### src/rtl/tlk2711_rx_ring_ctrl.sv
// rtl/tlk2711_rx_ring_ctrl.sv - RX buffer ring sequencer for the TLK2711 link
module tlk2711_rx_ring_ctrl #(
    parameter int ADDR_WIDTH = 32,
    parameter int NUM_BUF    = 4,
    parameter int IDX_WIDTH  = 2
) (
    input  logic                  clk,
    input  logic                  rst_n,
    input  logic                  i_soft_rst,
    input  logic                  i_enable,
    input  logic [ADDR_WIDTH-1:0] i_ring_base_addr,
    input  logic [ADDR_WIDTH-1:0] i_buf_stride,
    input  logic                  i_rx_interrupt,
    input  logic [31:0]           i_rx_total_packet,
    input  logic                  i_host_release,
    output logic                  o_rx_start,
    output logic [ADDR_WIDTH-1:0] o_rx_base_addr,
    output logic                  o_buf_done,
    output logic [IDX_WIDTH-1:0]  o_done_idx,
    output logic [31:0]           o_done_len,
    output logic [IDX_WIDTH-1:0]  o_wr_idx,
    output logic [IDX_WIDTH-1:0]  o_rd_idx,
    output logic [IDX_WIDTH:0]    o_occupancy,
    output logic                  o_overflow,
    output logic [15:0]           o_drop_cnt
);

    typedef enum logic [2:0] {
        ST_IDLE,
        ST_START,
        ST_WAIT_PKT,
        ST_COMMIT,
        ST_STALL
    } state_t;

    localparam logic [IDX_WIDTH:0]    OCC_FULL    = (IDX_WIDTH+1)'(NUM_BUF);
    localparam logic [IDX_WIDTH:0]    OCC_ONE     = (IDX_WIDTH+1)'(1);
    localparam logic [IDX_WIDTH-1:0]  IDX_ONE     = IDX_WIDTH'(1);
    localparam logic [ADDR_WIDTH-1:0] STRIDE_MASK = ~ADDR_WIDTH'(7);

    state_t                state;
    state_t                state_nxt;
    logic                  irq_q;
    logic                  edge_q;
    logic                  reload_q;
    logic [ADDR_WIDTH-1:0] addr_acc;
    logic [ADDR_WIDTH-1:0] stride_q;
    logic [ADDR_WIDTH-1:0] stride_masked;
    logic [IDX_WIDTH:0]    occ_nxt;
    logic                  commit;
    logic                  release_ok;
    logic                  drop;

    assign stride_masked = i_buf_stride & STRIDE_MASK;
    assign commit        = (state == ST_COMMIT);
    assign release_ok    = i_host_release && (o_occupancy != '0);
    // Any edge outside WAIT_PKT has no armed buffer to land in.
    assign drop          = edge_q && (state != ST_WAIT_PKT);

    assign o_rx_start     = (state == ST_START);
    assign o_buf_done     = commit;
    assign o_rx_base_addr = reload_q ? i_ring_base_addr : addr_acc;

    always_comb begin
        occ_nxt = o_occupancy;
        if (commit && !release_ok) begin
            occ_nxt = o_occupancy + OCC_ONE;
        end else if (!commit && release_ok) begin
            occ_nxt = o_occupancy - OCC_ONE;
        end
    end

    always_comb begin
        state_nxt = state;
        case (state)
            ST_IDLE: begin
                if (i_enable) begin
                    state_nxt = (o_occupancy == OCC_FULL) ? ST_STALL : ST_START;
                end
            end
            ST_START: state_nxt = ST_WAIT_PKT;
            ST_WAIT_PKT: begin
                if (edge_q) begin
                    state_nxt = ST_COMMIT;
                end
            end
            ST_COMMIT: begin
                if (!i_enable) begin
                    state_nxt = ST_IDLE;
                end else if (occ_nxt == OCC_FULL) begin
                    state_nxt = ST_STALL;
                end else begin
                    state_nxt = ST_START;
                end
            end
            ST_STALL: begin
                if (!i_enable) begin
                    state_nxt = ST_IDLE;
                end else if (o_occupancy != OCC_FULL) begin
                    state_nxt = ST_START;
                end
            end
            default: state_nxt = ST_IDLE;
        endcase
    end

    always_ff @(posedge clk or negedge rst_n) begin
        if (!rst_n) begin
            state       <= ST_IDLE;
            irq_q       <= 1'b0;
            edge_q      <= 1'b0;
            reload_q    <= 1'b1;
            o_wr_idx    <= '0;
            o_rd_idx    <= '0;
            o_occupancy <= '0;
            o_done_idx  <= '0;
            o_done_len  <= '0;
            o_overflow  <= 1'b0;
            o_drop_cnt  <= '0;
        end else if (i_soft_rst) begin
            state       <= ST_IDLE;
            irq_q       <= 1'b0;
            edge_q      <= 1'b0;
            reload_q    <= 1'b1;
            o_wr_idx    <= '0;
            o_rd_idx    <= '0;
            o_occupancy <= '0;
            o_done_idx  <= '0;
            o_done_len  <= '0;
            o_overflow  <= 1'b0;
            o_drop_cnt  <= '0;
        end else begin
            state       <= state_nxt;
            irq_q       <= i_rx_interrupt;
            edge_q      <= i_rx_interrupt & ~irq_q;
            o_occupancy <= occ_nxt;
            if (state == ST_START) begin
                reload_q <= 1'b0;
            end
            if (commit) begin
                o_done_idx <= o_wr_idx;
                o_done_len <= i_rx_total_packet;
                o_wr_idx   <= o_wr_idx + IDX_ONE;
            end
            if (release_ok) begin
                o_rd_idx <= o_rd_idx + IDX_ONE;
            end
            if (drop) begin
                o_overflow <= 1'b1;
                if (o_drop_cnt != 16'hFFFF) begin
                    o_drop_cnt <= o_drop_cnt + 16'd1;
                end
            end
        end
    end

    // While reload_q is set the output follows the live base, so base and
    // stride are sampled every cycle until the first buffer is armed.
    always_ff @(posedge clk) begin
        if (reload_q) begin
            addr_acc <= i_ring_base_addr;
            stride_q <= stride_masked;
        end else if (commit) begin
            if (o_wr_idx == '1) begin
                addr_acc <= i_ring_base_addr;
                stride_q <= stride_masked;
            end else begin
                addr_acc <= addr_acc + stride_q;
            end
        end
    end

endmodule

### config.mk
export PLATFORM = sky130hd
export DESIGN_NAME = tlk2711_rx_ring_ctrl
export DESIGN_NICKNAME = d
export VERILOG_FILES = /design/src/rtl/tlk2711_rx_ring_ctrl.sv
export SDC_FILE = /design/constraint.sdc
export NUM_CORES = 1
export LEC_CHECK = 0
export BUFFER_PORTS_ARGS = -buffer_cell sky130_fd_sc_hd__buf_2
export CORE_MARGIN = 5
export CORE_UTILIZATION = 38
export CTS_CLUSTER_DIAMETER = 50
export CTS_CLUSTER_SIZE = 25
export DETAILED_ROUTE_END_ITERATION = 8
export GPL_TIMING_DRIVEN = 0
export PLACE_DENSITY_LB_ADDON = 0.15
export SLEW_MARGIN = 20
export SYNTH_ARGS = -nofsm -noshare
export SYNTH_HDL_FRONTEND = slang
export SYNTH_SLANG_ARGS = --single-unit
### constraint.sdc
create_clock -name clk -period 7.2 [get_ports clk]
set_input_delay 0.36 -clock clk [delete_from_list [all_inputs] [get_ports clk]]
set_output_delay 0.36 -clock clk [all_outputs]
set_load 0.01 [all_outputs]
==> flow_summary.json, run 1 <==
{
  "route.detailed.drc": 0,
  "post-route-period-util": 0.430,
  "crit_buf_inv": 0,
  "hp-class": "input pin to flip-flop",
  "ioPinCount": 194,
  "utilization": 0.493,
  "startpoint_type": "flip-flop",
  "synthCells": 691,
  "cp-end-kind": "flip-flop",
  "holdPathStages": 1,
  "ys.flop_type": "dfrtp_1",
  "worstHoldEndpoint": "stride_q[8]",
  "grt_antenna_before_repair": 3,
  "synth_area_per_cell_sq_um": 10.0,
  "fillers": 1736,
  "tightest_slew_ns": 0.839,
  "hold_violations": 0,
  "area_growth_pct": 27.6,
  "synth_area_leader_cell": "edfxtp_1",
  "min-delay-start": "i_buf_stride[8]",
  "syn_nets": 827,
  "numClockSinks": 125,
  "crit_chain": "ha_1, fa_1, a21o_1, a21oi_2, o21ai_2, a2111oi_4, o21bai_2, a31o_1, nor4_2, nor3_2",
  "synth_area_sq_um": 6940,
  "synthTopCellsByArea": "edfxtp_1 26%, dfrtp_1 23%, nand2_1 7.0%, ha_1 6.0%, mux2_2 5.4%",
  "hpwl_um": 13900,
  "first_pass_iters": 4,
  "placed_cell_area_sq_um": 8260,
  "critPathSlowestCell": "edfxtp_1",
  "critPathRequiredTime_ns": 7.37,
  "via_per_inst": 5.10,
  "rsz0062_at_grt": "no",
  "die-area_sq_um": 21100,
  "ys_warn_count": 0,
  "outcome": "finished, final reports clean",
  "crit_type": "flip-flop to flip-flop",
  "drive_gt1_frac": 0.307,
  "cts_made_buffers": 17,
  "regArea_sq_um": 3430,
  "r2r-start": "addr_acc[3]",
  "whs_ns": 0.114,
  "setup_tns_ns": 0,
  "portBuffers": 190,
  "layout_commonest_cell": "buf_2",
  "die_width_um": 145,
  "drtIter0Drc": 271,
  "r2r_end": "addr_acc[31]",
  "p_per_area_nw_per_um2": 428,
  "synth_edf_count": 61,
  "htree_num_levels": 4,
  "cts_setup_buffers": 0,
  "tritoncts": "yes",
  "wl_um": 18800,
  "wl_per_cell_um": 16.4,
  "multi_input_area_sq_um": 3310,
  "fmax_ghz": 0.323,
  "leakagePower_nw": 4.08,
  "worstPathArrival_ns": 3.27,
  "synth_seq_area_share": 0.495,
  "ir_worst_vdd_mv": 0.232,
  "drv_cap": 0,
  "stdcell_area_sq_um": 8850,
  "grt_pass1_vias": 5922,
  "n_antenna_cell": 0,
  "cts_root_buf": "clkbuf_16",
  "skew_ns": 0.0120,
  "layout_common_cells": "191 x buf_2, 128 x nand2_1, 63 x dfrtp_1",
  "cts_buffer_depth": 2,
  "fp-row-count": 49,
  "synth_top_area_share": 0.264,
  "finalSetupViolCount": 0,
  "rrSetupSlack_ns": 4.11,
  "drtAntennaViolNets": 0,
  "p_total_mw": 3.79,
  "grt_util_all_layers": 0.177,
  "max_stage_delay_ns": 0.43,
  "die_h_um": 145,
  "synthArstFlopShare": 0.512,
  "post-route-min-period_ns": 3.09,
  "drv_slew": 0,
  "synth_seq_cells": 125,
  "via_count": 5852,
  "gp_congestion": 0.803,
  "ys_types": 62,
  "start_util": 0.386,
  "nNetsFinal": 1041,
  "reg2reg_depth": 10,
  "path_clk_slew_ns": 0.07,
  "clk_latency_ns": 0.42,
  "grt_pass1_wl_um": 30600,
  "relSlewSlack": 0.439,
  "core-area_sq_um": 18000,
  "overflow": 0,
  "grt_max_degree": 40,
  "path_delay_family": "compound AO/OA/AOI/OAI gates",
  "cp_max_fo": 7
}
layer usage:
layer	vias up	track usage	wire [um]
li1	2894	-	-
met1	2754	0.225	8330
met2	176	0.277	8590
met3	22	0.0683	1540
met4	6	0.0564	289
met5	-	0	33
synth_stat cells (12+ instances only):
| master | n |
|---|---|
| nand2_1 | 129 |
| dfrtp_1 | 63 |
| a21oi_1 | 61 |
| edfxtp_1 | 61 |
| nor2_1 | 38 |
| ha_1 | 33 |
| mux2_2 | 33 |
| clkbuf_1 | 29 |
| o21ai_0 | 25 |
| xor2_1 | 21 |
| xnor2_1 | 20 |
| inv_1 | 17 |
| nand3_1 | 16 |
| nor3_1 | 14 |
| nand4_1 | 13 |
| a21o_1 | 12 |
report_power, final:
group | total [mW] | switching [mW] | internal [mW]
sequential | 1.12 | 0.111 | 1.01
combinational | 1.80 | 1.07 | 0.735
clock | 0.862 | 0.364 | 0.498
total | 3.79 | 1.54 | 2.24
state kept, by name, indices dropped and copies added, names as in the netlist:
signal       cells
addr_acc        32
edge_q           1
irq_q            1
o_done_idx       2
o_done_len      32
o_drop_cnt      16
o_occupancy      3
o_overflow       1
o_rd_idx         2
o_wr_idx         2
reload_q         1
state            3
stride_q        29
worst register-to-register path: cells and delay by family (launching register included):
family | cells | cell delay (ns)
AO/OA/AOI/OAI | 6 | 1.38
adder cells (fa/ha/maj) | 2 | 0.67
flip-flops | 1 | 0.43
AND/OR/NAND/NOR | 2 | 0.38
layout make-up:
cell class | count | area share
Buffer | 36 | 0.0157
Clock buffer | 18 | 0.0496
Clock inverter | 14 | 0.0161
Inverter | 18 | 0.00763
Multi-Input combinational cell | 512 | 0.374
Sequential cell | 125 | 0.388
Tap cell | 229 | 0.0324
Timing Repair Buffer | 195 | 0.117
worst max path at each step:
stage                            from      endpoint  cells past startpoint
after global placement       state[2]  stride_q[12]                      6
after CTS                 addr_acc[3]  addr_acc[31]                     10
final                     addr_acc[3]  addr_acc[31]                     10
after floorplan              state[2]   addr_acc[0]                      6
after detailed placement  addr_acc[3]  addr_acc[31]                     10
after global routing      addr_acc[3]  addr_acc[31]                     10
metrics by stage:
stage | std cells | setup WS [ns]
after CTS | 1147 | 4.09
after floorplan | 691 | 3.83
after detailed placement | 1114 | 4.09
final | 1147 | 4.11
after global routing | 1147 | 4.02
after global placement | 1110 | 2.38
timing repair:
item,in CTS,in global routing
endpoints found under the hold margin,24,0
resized for setup,0,0
hold buffers,1,0
cell families (layout without fill, tap and decap cells):
logic type	Yosys count	after routing	synth area share
AND/OR/NAND/NOR	241	241	0.159
AO/OA/AOI/OAI	161	161	0.146
flip-flops	125	125	0.495
buffers and inverters	54	281	0.0297
XOR/XNOR	41	41	0.0517
multiplexers	35	35	0.0564
adder cells (fa/ha/maj)	34	34	0.0624
Note: power is estimated with default switching activity, not from simulation.
==> run 2: changes to the inputs <==
Clock period 7.2 ns to 2.7 ns, I/O delays scaled along.
==> run 2 against run 1 <==
Effect of this change: the run now ends with setup timing left; non-clock buffer count rose by 87; fmax up 13%; clock skew increased by 0.0018 ns; via count grew 3.9%; register-to-register slack got worse by 4.1 ns; final cell count is 7.6% higher; flip-flop and latch count unchanged; largest cell class unchanged.
==> flow_summary.json, run 2 (same netlist as run 1, synthesis figures left out) <==
{
  "crit_buf_inv": 1,
  "layout_commonest_cell": "buf_2",
  "area_growth_pct": 41.2,
  "holdPathStages": 3,
  "drv_cap": 0,
  "wl_um": 19500,
  "cp-end-kind": "flip-flop",
  "swShare": 0.409,
  "cts_root_buf": "clkbuf_16",
  "crit_type": "flip-flop to flip-flop",
  "intPower_mw": 6.21,
  "tritoncts": "yes",
  "cp_max_fo": 6,
  "hpwl_um": 13900,
  "max_stage_delay_ns": 0.38,
  "p_sw_mw": 4.30,
  "worstPathArrival_ns": 2.91,
  "whs_ns": 0.0128,
  "portBuffers": 190,
  "pre_cts_slack_ns": -0.274,
  "p_per_area_nw_per_um2": 1070,
  "ir_worst_vdd_mv": 0.727,
  "numClockSinks": 125,
  "setup_tns_ns": -0.0827,
  "combinationalPowerShare": 0.503,
  "path_clk_slew_ns": 0.06,
  "violations": "setup timing",
  "outcome": "finished, violations left",
  "tightest_slew_ns": 0.895,
  "path_delay_family": "compound AO/OA/AOI/OAI gates",
  "fp-row-count": 49,
  "drv_slew": 0,
  "r2r-start": "stride_q[3]",
  "start_util": 0.386,
  "die-area_sq_um": 21100,
  "via_count": 6082,
  "crit_chain": "ha_2, fa_2, a21o_1, a21oi_2, o21ai_2, a2111oi_4, buf_4, o21bai_4, a31o_4, nor4_4, nor3_2",
  "utilization": 0.545,
  "post-route-period-util": 1.02,
  "wl_per_cell_um": 15.8,
  "via_per_inst": 4.93,
  "clock_power_share": 0.213,
  "critPathSlowestCell": "edfxtp_1",
  "die_width_um": 145,
  "skew_ns": 0.0138,
  "ioPinCount": 194,
  "r2r_end": "addr_acc[31]",
  "fmax_ghz": 0.365,
  "post-route-min-period_ns": 2.74,
  "cts_made_buffers": 17,
  "rsz0062_at_grt": "yes",
  "core-area_sq_um": 18000,
  "drtIter0Drc": 207,
  "overflow": 0,
  "die_h_um": 145,
  "rrSetupSlack_ns": -0.04,
  "clk_latency_ns": 0.43,
  "grt_antenna_before_repair": 0,
  "grt_pass1_wl_um": 32500,
  "nNetsFinal": 1128,
  "power_frac_seq": 0.284,
  "gp_congestion": 0.796,
  "grt_util_all_layers": 0.186,
  "p_total_mw": 10.5,
  "top_regs": "addr_acc: 32 flops, o_done_len: 32 flops, stride_q: 29 flops",
  "drive_gt1_frac": 0.304,
  "reg2reg_depth": 11,
  "grt_max_degree": 52,
  "critPathRequiredTime_ns": 2.87,
  "finalSetupViolCount": 3,
  "route.detailed.drc": 0,
  "min-delay-start": "i_ring_base_addr[9]",
  "worstHoldEndpoint": "addr_acc[9]",
  "grt_pass1_vias": 6406,
  "cts_buffer_depth": 2,
  "n_antenna_cell": 0,
  "startpoint_type": "flip-flop",
  "leakagePower_nw": 4.47,
  "drtAntennaViolNets": 0,
  "hold_violations": 0,
  "hp-class": "input pin to flip-flop",
  "fin_ws_ns": -0.0406,
  "layout_common_cells": "194 x buf_2, 128 x nand2_1, 81 x dlygate4sd3_1",
  "first_pass_iters": 4,
  "fillers": 1635,
  "htree_num_levels": 4,
  "relSlewSlack": 0.401
}
run 2: cell types whose count changed in the layout (fill, tap and decap cells not counted), moves of 2 or more:
cell / delta
buf_12: -2
buf_4: +10
buf_2: +3
inv_8: +3
ha_1: -2
clkbuf_1: -3
buf_16: +2
buf_1: -3
o21ai_0: -2
inv_6: -2
clkbuf_2: +2
o21ai_1: +2
dlygate4sd3_1: +80
buf_8: -2
run 2: power by group through the flow:
stage                     registers, mW  logic, mW  clock network (mW)
final                              2.98       5.29                2.23
after floorplan                    2.96       3.50                   0
after CTS                          2.99       5.20                2.30
after global routing               3.04       5.91                2.38
after global placement             3.03       4.68                   0
after detailed placement           3.01       4.79                   0
run 2: final cells by class:
cell class                 instances  area, sq um  share of cell area
sequential                       125         3430               0.351
multi-input combinational        512         3400               0.347
timing repair buffer             283         1890               0.193
clock buffer                      17          425              0.0434
tap                              229          287              0.0292
clock inverter                    15          144              0.0147
buffer                            35          141              0.0144
inverter                          18         67.6             0.00690
run 2: per-layer routing:
metal / GRT usage / part of all wire / vias to the layer above / routed length (um)
met5: 0 / 0 / - / 0
met4: 0.0424 / 0.013 / 0 / 245
met3: 0.0627 / 0.063 / 23 / 1230
met2: 0.309 / 0.48 / 155 / 9330
met1: 0.237 / 0.45 / 2841 / 8730
li1: - / - / 3063 / -
run 2: tightest hold or removal path, cell delays in order:
cell and delay [ns]:
buf_2 0.09, nand2_1 0.04, o21ai_0 0.06
run 2: worst max-delay path by stage:
stage	startpoint	endpoint	slack, ns	cells past startpoint
floorplan	state[2]	addr_acc[0]	0.04	6
global placement	reload_q	stride_q[13]	-0.95	4
detailed placement	state[1]	addr_acc[12]	-0.27	7
CTS	stride_q[3]	addr_acc[31]	-0.1	11
global route	stride_q[3]	addr_acc[31]	-0.17	11
finish	stride_q[3]	addr_acc[31]	-0.04	11
run 2: timing repair:
item                                   CTS  global route
setup buffers                            6             4
setup endpoints to repair               70            50
hold buffers                            81             0
resized for setup                       19             5
pin swaps                                9             5
endpoints found under the hold margin  143             0
run 2: through the flow:
step | area (sq um) | instances
6_report | 9800 | 1234
5_1_grt | 9800 | 1234
4_1_cts | 9760 | 1231
3_5_place_dp | 8250 | 1112
3_3_place_gp | 8180 | 1110
2_1_floorplan | 6940 | 691
